===== src/rtl/accumulator_subtractor.sv =====
// Running binary32 subtractor: every clock edge acc <= acc - inp, and result shows acc.
// The subtraction is an IEEE round-to-nearest-even add with the subtrahend's sign flipped.
// Subnormal operands and subnormal results are flushed to zero.
module accumulator_subtractor (
   input  logic [31:0] inp,
   input  logic        clk,
   input  logic        reset,
   output logic [31:0] result
);

   localparam logic [31:0] QNAN = 32'h7FC0_0000;

   logic [31:0] acc_q;
   logic [31:0] acc_d;

   // Operand fields; b is the subtrahend with its sign already inverted (a - b == a + (-b))
   logic        a_sign, b_sign;
   logic [7:0]  a_exp, b_exp;
   logic [22:0] a_frac, b_frac;
   logic        a_zero, b_zero, a_inf, b_inf, a_nan, b_nan;

   assign a_sign = acc_q[31];
   assign a_exp  = acc_q[30:23];
   assign a_frac = acc_q[22:0];
   assign b_sign = ~inp[31];
   assign b_exp  = inp[30:23];
   assign b_frac = inp[22:0];

   assign a_zero = (a_exp == 8'd0);
   assign b_zero = (b_exp == 8'd0);
   assign a_inf  = (a_exp == 8'hFF) && (a_frac == 23'd0);
   assign b_inf  = (b_exp == 8'hFF) && (b_frac == 23'd0);
   assign a_nan  = (a_exp == 8'hFF) && (a_frac != 23'd0);
   assign b_nan  = (b_exp == 8'hFF) && (b_frac != 23'd0);

   logic        x_sign, y_sign;
   logic [7:0]  x_exp, y_exp;
   logic [23:0] x_mant, y_mant;
   logic [7:0]  exp_diff;
   logic [4:0]  shamt;
   logic [52:0] shift_tmp;
   logic [26:0] y_aligned;
   logic [27:0] sum;
   logic [4:0]  lz;
   logic [26:0] norm;
   logic [9:0]  exp_n;
   logic [9:0]  exp_r;
   logic        round_up;
   logic [24:0] mant_r;
   logic [22:0] frac_r;
   logic [31:0] diff;

   // Order operands by magnitude, align the smaller one (guard/round/sticky kept), then add or subtract
   always_comb begin
      x_sign = a_sign;
      y_sign = b_sign;
      x_exp  = a_exp;
      y_exp  = b_exp;
      x_mant = a_zero ? 24'd0 : {1'b1, a_frac};
      y_mant = b_zero ? 24'd0 : {1'b1, b_frac};
      if ({b_exp, b_frac} > {a_exp, a_frac}) begin
         x_sign = b_sign;
         y_sign = a_sign;
         x_exp  = b_exp;
         y_exp  = a_exp;
         x_mant = b_zero ? 24'd0 : {1'b1, b_frac};
         y_mant = a_zero ? 24'd0 : {1'b1, a_frac};
      end
      exp_diff  = x_exp - y_exp;
      shamt     = (exp_diff > 8'd31) ? 5'd31 : exp_diff[4:0];
      // Beyond 26 places the whole mantissa lands in the sticky bits, so 31 is a safe cap
      shift_tmp = {y_mant, 29'd0} >> shamt;
      y_aligned = {shift_tmp[52:27], shift_tmp[26] | (|shift_tmp[25:0])};
      if (x_sign ^ y_sign) begin
         sum = {1'b0, x_mant, 3'b000} - {1'b0, y_aligned};
      end else begin
         sum = {1'b0, x_mant, 3'b000} + {1'b0, y_aligned};
      end
   end

   // Normalise (right by one on carry-out, else left by the leading-zero count) and round to nearest even
   always_comb begin
      lz = 5'd0;
      for (int i = 0; i < 27; i++) begin
         if (sum[i]) begin
            lz = 5'(26 - i);
         end
      end
      if (sum[27]) begin
         norm  = {sum[27:2], sum[1] | sum[0]};
         exp_n = {2'b00, x_exp} + 10'd1;
      end else begin
         norm  = sum[26:0] << lz;
         exp_n = {2'b00, x_exp} - {5'd0, lz};
      end
      round_up = norm[2] & ((|norm[1:0]) | norm[3]);
      mant_r   = {1'b0, norm[26:3]} + {24'd0, round_up};
      if (mant_r[24]) begin
         exp_r  = exp_n + 10'd1;
         frac_r = mant_r[23:1];
      end else begin
         exp_r  = exp_n;
         frac_r = mant_r[22:0];
      end
   end

   // Special operands and exponent range checks override the arithmetic result
   always_comb begin
      diff = {x_sign, exp_r[7:0], frac_r};
      if (a_nan || b_nan) begin
         diff = QNAN;
      end else if (a_inf && b_inf) begin
         diff = (a_sign == b_sign) ? {a_sign, 8'hFF, 23'd0} : QNAN;
      end else if (a_inf) begin
         diff = {a_sign, 8'hFF, 23'd0};
      end else if (b_inf) begin
         diff = {b_sign, 8'hFF, 23'd0};
      end else if (a_zero && b_zero) begin
         diff = {a_sign & b_sign, 31'd0};
      end else if (sum == 28'd0) begin
         diff = 32'd0;
      end else if (exp_r[9] || (exp_r == 10'd0)) begin
         diff = 32'd0;
      end else if (exp_r >= 10'd255) begin
         diff = {x_sign, 8'hFF, 23'd0};
      end
   end

   // Next accumulator value is the difference; reset wins inside the register
   always_comb begin
      acc_d = diff;
   end

   // Accumulator register with synchronous clear to +0.0
   always_ff @(posedge clk) begin
      if (reset) begin
         acc_q <= 32'd0;
      end else begin
         acc_q <= acc_d;
      end
   end

   assign result = acc_q;

endmodule


===== config.mk =====
export PLATFORM = sky130hd
export DESIGN_NAME = accumulator_subtractor
export DESIGN_NICKNAME = d
export VERILOG_FILES = /design/src/rtl/accumulator_subtractor.sv
export SDC_FILE = /design/constraint.sdc
export NUM_CORES = 1
export LEC_CHECK = 0
export ABC_AREA = 1
export CORE_MARGIN = 8
export CORE_UTILIZATION = 39
export DETAILED_ROUTE_END_ITERATION = 10
export REMOVE_ABC_BUFFERS = 1
export SYNTH_ARGS = -nofsm -noshare
export SYNTH_HDL_FRONTEND = slang
export SYNTH_SLANG_ARGS = --single-unit

===== constraint.sdc =====
create_clock -name clk -period 25.2 [get_ports clk]
set_input_delay 5.04 -clock clk [delete_from_list [all_inputs] [get_ports clk]]
set_output_delay 5.04 -clock clk [all_outputs]
set_load 0.1 [all_outputs]

==> results_dict.tcl <==
set metrics [dict create \
    critPathRequiredTime_ns 25.34 \
    ys.flop_type "dfxtp_1" \
    ctsHoldBuffers 0 \
    cp-start-kind "primary input" \
    worstHoldEndpoint "result[31]$_SDFFE_PP0P_" \
    rr_endpoint "result[10]$_SDFF_PP0_" \
    crit_type "primary input to register" \
    cts.htree.levels 2 \
    synth_top_area_cell "nand2_1" \
    synthMostInstantiatedCell "nand2_1" \
    core_area_sq_um 28700 \
    r2r_cells 77 \
    io_buffers 65 \
    fin_ws_ns 6.95 \
    finalSetupViolations 0 \
    detail-route-antenna-nets 0 \
    largest_reg_flops 32 \
    yosysSeqAreaShare_pct 5.63 \
    syn_inst 2139 \
    yosysTopAreaCellShare_pct 19.5 \
    cts_buffer_depth 2 \
    grt_setup_unrepaired "no" \
    antenna_found_initial 0 \
    track_usage_pct 24.8 \
    areaGrowthSynthToFinish_pct 7.93 \
    place_ws_ns 6.87 \
    hold_class "register to register" \
    max_stage_delay_ns 0.93 \
    final_nets 2265 \
    die_height_um 187 \
    antenna_cells 0 \
    cts_tree "done" \
    ys_async_sr_fraction_pct 0 \
    clk_latency_ns 0.27 \
    die_w_um 187 \
    synthTopCellsByCount "nand2_1 (590), nand3_1 (356), inv_1 (284), nor2_1 (199), ha_1 (94)" \
    crit_path_end_kind "register" \
    drc 0 \
    viasPerCell 5.66 \
    cts_inserted_buffers 5 \
    drt-total-wl_mm 46.2 \
    tightest_slew_ns 1.02 \
    grt_pass1_vias 12700 \
    root_buffer "clkbuf_16" \
    yosysWarningCount 0 \
    ys_types 62 \
    avgSynthCellArea_sq_um 5.32 \
    core.rowCount 62 \
    maxCapViolations 0 \
    holdPathStages 2 \
    cts-resized-gates 0 \
    cp_max_fo 39 \
    n_fill_cell 3284 \
    period_minus_slack_ns 18.25 \
    skew_ns 0.00205 \
    ys_ff_latch 32 \
    fin_tns_setup_ns 0 \
    grt_max_degree 40 \
    arrival_ns 18.38 \
    wl_per_cell_um 18.3 \
    path_common_cell "nand2_1" \
    slew_headroom_pct 31.5 \
    routabilityCongestion 0.980 \
    outcome "complete, no violations" \
    syn_area_sq_um 11400 \
    hold_start "result[31]$_SDFFE_PP0P_" \
    path_clk_slew_ns 0.05 \
    synth_edf_count 0 \
    dpl.hpwl_mm 37.7 \
    r2r_slack_ns 11.64 \
    maxSlewViolCount 0 \
    clock_sinks 32 \
    dieArea_sq_um 34900 \
    drive_above_1_share_pct 5.71 \
    initial_core_util_pct 39.6 \
    dr.first_iter.drc_count 1880 \
    io_pins 66 \
    grt_overflow_total 0 \
    timing.fmax_ghz 0.0548 \
    fin_crit_sh_pct 72.4 \
    finalHoldViolCount 0 \
    cts_setup_buffers 0 \
    ys_top_cells_by_area "nand2_1 (19%), nand3_1 (16%), ha_1 (10%)" \
    r2r_start "result[23]$_SDFF_PP0_" \
    grt_pass1_wl_mm 71.2 \
    first_pass_iters 6 \
    critPathSlowestCell "ha_1" \
    vias 14300 \
]
## metal layers
metal	vias up	wire [um]	GRT usage (%)
met5	-	0	0
met4	0	1780	9.25
met3	87	3210	1.99
met2	648	20200	38.8
met1	6483	21000	34.9
li1	7055	-	-
## cells by family after synthesis
group / after synthesis / share of synthesized area, %
simple gates: 1317 / 52.5
buf+inv: 398 / 14.4
compound gates: 251 / 13.3
fa+ha+maj: 96 / 10.7
xor+xnor: 44 / 3.39
flops: 32 / 5.63
mux: 1 / 0.0880
## layout by cell type, fill, tap and decap left out, drive strengths merged, types with 5 or more instances in the layout
cell type        n
o21ai           61
nor2           215
nor3            39
ha              94
nand4           69
nand3          361
xnor2           13
o22ai           49
buf              9
o21a             5
clkbuf           5
a21oi           90
xor2            31
a211oi          13
dfxtp           32
nor4            11
clkdlybuf4s50   65
inv            311
nand2          612
o21bai           7
## how the worst max path moves through the flow
stage               startpoint                     to  cells after the start
global placement       inp[23]   result[1]$_SDFF_PP0_                     77
finish                 inp[23]  result[10]$_SDFF_PP0_                     77
floorplan              inp[23]   result[1]$_SDFF_PP0_                     75
detailed placement     inp[23]  result[10]$_SDFF_PP0_                     77
global route           inp[23]  result[12]$_SDFF_PP0_                     77
CTS                    inp[23]  result[10]$_SDFF_PP0_                     77
## worst max-delay path, delay by kind of cell
family | cells | cell delay, ns
buffers and inverters | 8 | 1.60
AOI/OAI and AO/OA | 12 | 1.99
adders and majority gates | 4 | 1.92
and+or+nand+nor | 51 | 7.58
xor gates and xnor gates | 2 | 0.23
## metrics by stage
stage | hold slack (ns) | util (%) | cells | cell area, sq um
final | 0.537 | 42.8 | 2520 | 12300
after global routing | 0.567 | 42.8 | 2520 | 12300
after CTS | 0.536 | 42.8 | 2520 | 12300
after detailed placement | 0.519 | 42.2 | 2512 | 12100
after global placement | 0.520 | 42.2 | 2512 | 12100
after floorplan | 0.921 | - | 2054 | 10900
## layout make-up
class                   count  area [sq um]  area share [%]
well taps                 384           480            3.91
flip-flops and latches     32           641            5.22
inverters                 313          1180            9.59
multi-input cells        1709          9100            74.1
repair buffers             74           718            5.85
clock buffers               5           125            1.02
clock inverters             3          42.5           0.346
Power is not shown: default switching activity piles up to over one toggle a cycle in this logic, so the estimate is an artifact.
==> RTL change (same flow settings) <==
Make the reset (`reset`) asynchronous in one clocked block.
--- a/src/rtl/accumulator_subtractor.sv
+++ b/src/rtl/accumulator_subtractor.sv
@@ -133,5 +133,5 @@
 
    // Accumulator register with synchronous clear to +0.0
-   always_ff @(posedge clk) begin
+   always_ff @(posedge clk or posedge reset) begin
       if (reset) begin
          acc_q <= 32'd0;
Function: changed (a bounded check fails within 4 cycles, from zero or initial values and one cycle with reset high; the reset may be asserted at any time).
==> RTL change against the unedited design <==
  * Worst setup slack got worse by 0.098 ns
  * Cell area rose by 2.3%
  * Count of clock-buffer cells in the layout rose by 2
  * Register-to-register slack got worse by 0.15 ns
  * Routed wire length fell by 1.9%
  * Sequential cell count did not move
  * Synthesized area rose by 3.9%
Power is left out: the tool's default activity adds up to more than one toggle a clock period on the data nets, which glitch-free logic cannot reach.
==> RTL change: results (changes against the unedited design) <==
- The total global-route track usage was 23.9% (-0.97 points).
- The ratio of routed vias to standard cells is 5.67 (+0.14%).
- The final clock skew came to 0.00565 ns (+0.00360 ns).
- The first-pass GRT wire length was 69.3 mm (-2.6%).
- The number of input and output port buffers inserted is 65 (unchanged).
- The flow ran to the end, and the final reports show no timing, DRC or antenna violations.
- The first-iteration detailed-routing DRC count came to 1,622 (-14%).
- The pin count of the biggest net entering global routing was 40 (unchanged).
- The net count reported at finish was 2,224 (-1.8%).
- The detailed-placement wirelength estimate is 37.2 mm (-1.3%).
- The source of the worst register-to-register timing path is result[23]$_DFF_PP0_.
- The launch instance of the worst min-delay path is result[31]$_DFFE_PP0P_.
- The weighted congestion reported at the end of routability-driven placement is 1.02 (+3.9%).
- The antenna diode instance count was 0 (unchanged).
- The clock latency of the later-clocked register in the worst-skew pair is approximately 0.28 ns.
- The transition time at the pin with the least slew margin is 1.01 ns (-0.0119 ns).
- The critical path's largest stage delay is 0.89 ns (-0.04 ns).
- After synthesis, the cell types taking the most area are nand2_1, nand3_1, ha_1, inv_1, dfrtp_1.
- Counting instances in the post-synthesis netlist gives the leading cell types as nand2_1, nand3_1, inv_1, nor2_1, ha_1.
- The post-synthesis sequential area ratio is 6.77% (+1.1 points).
- The most used flip-flop cell after synthesis is dfrtp_1.
- The number of detailed-route iterations in the first pass came to 7 (+1).
- The routed wirelength normalized by instance count is 18.2 µm (-0.49%).
- The fraction of layout instances using a drive strength above 1 was 8.74% (+3.0 points).
- The number of global-route vias before repair came to 12.7k (+0.20%).
- The share of synthesized flip-flops with an asynchronous set or reset was 100% (+100 points).
RTL change: kinds of logic after synthesis:
family                   Yosys count  share of synthesized area (%)
XOR/XNOR                          46                           3.73
flip-flops                        32                           6.77
AND/OR/NAND/NOR                 1270                           50.2
AO/OA/AOI/OAI                    246                           13.2
multiplexers                       1                         0.0847
adder cells (fa/ha/maj)           96                           10.3
buffers and inverters            407                           15.7
RTL change: layout make-up:
class,instances,area (µm²)
Clock inverter,1,30.0
Clock buffer,7,153
Sequential cell,32,801
Timing Repair Buffer,72,703
Multi-Input combinational cell,1659,9170
Tap cell,390,488
Fill cell,3317,17200
Inverter,324,1220
RTL change: per-stage QoR:
step / hold WS [ns] / cells / utilization, % / setup WS [ns] / cell area (µm²)
finish: 0.630 / 2485 / 42.3 / 6.85 / 12600
global route: 0.677 / 2485 / 42.3 / 5.57 / 12600
CTS: 0.607 / 2485 / 42.3 / 7.10 / 12600
detailed placement: 0.593 / 2477 / 41.7 / 6.82 / 12400
global placement: 0.589 / 2477 / 41.7 / 7.29 / 12400
floorplan: 1.04 / 2015 / - / 9.08 / 11200
RTL change: final timing paths:
kind | end | slack, ns | depth (start not counted)
worst max-delay path | result[25]$_DFF_PP0_ | 6.85 | 69
worst min-delay path | result[31]$_DFFE_PP0P_ | 0.63 | 2
worst max register to register | result[25]$_DFF_PP0_ | 11.49 | 69
worst min register to register | result[31]$_DFFE_PP0P_ | 0.63 | 2
max in group asynchronous | result[7]$_DFF_PP0_ | 19.76 | 3
min in group asynchronous | result[29]$_DFF_PP0_ | 5.15 | 3
RTL change: layer usage:
metal,wire length (µm),track usage (%),vias up
met5,0,0,-
met4,1540,7.58,0
met3,2960,1.79,83
met2,20100,38.6,609
met1,20700,33.1,6545
li1,-,-,6857
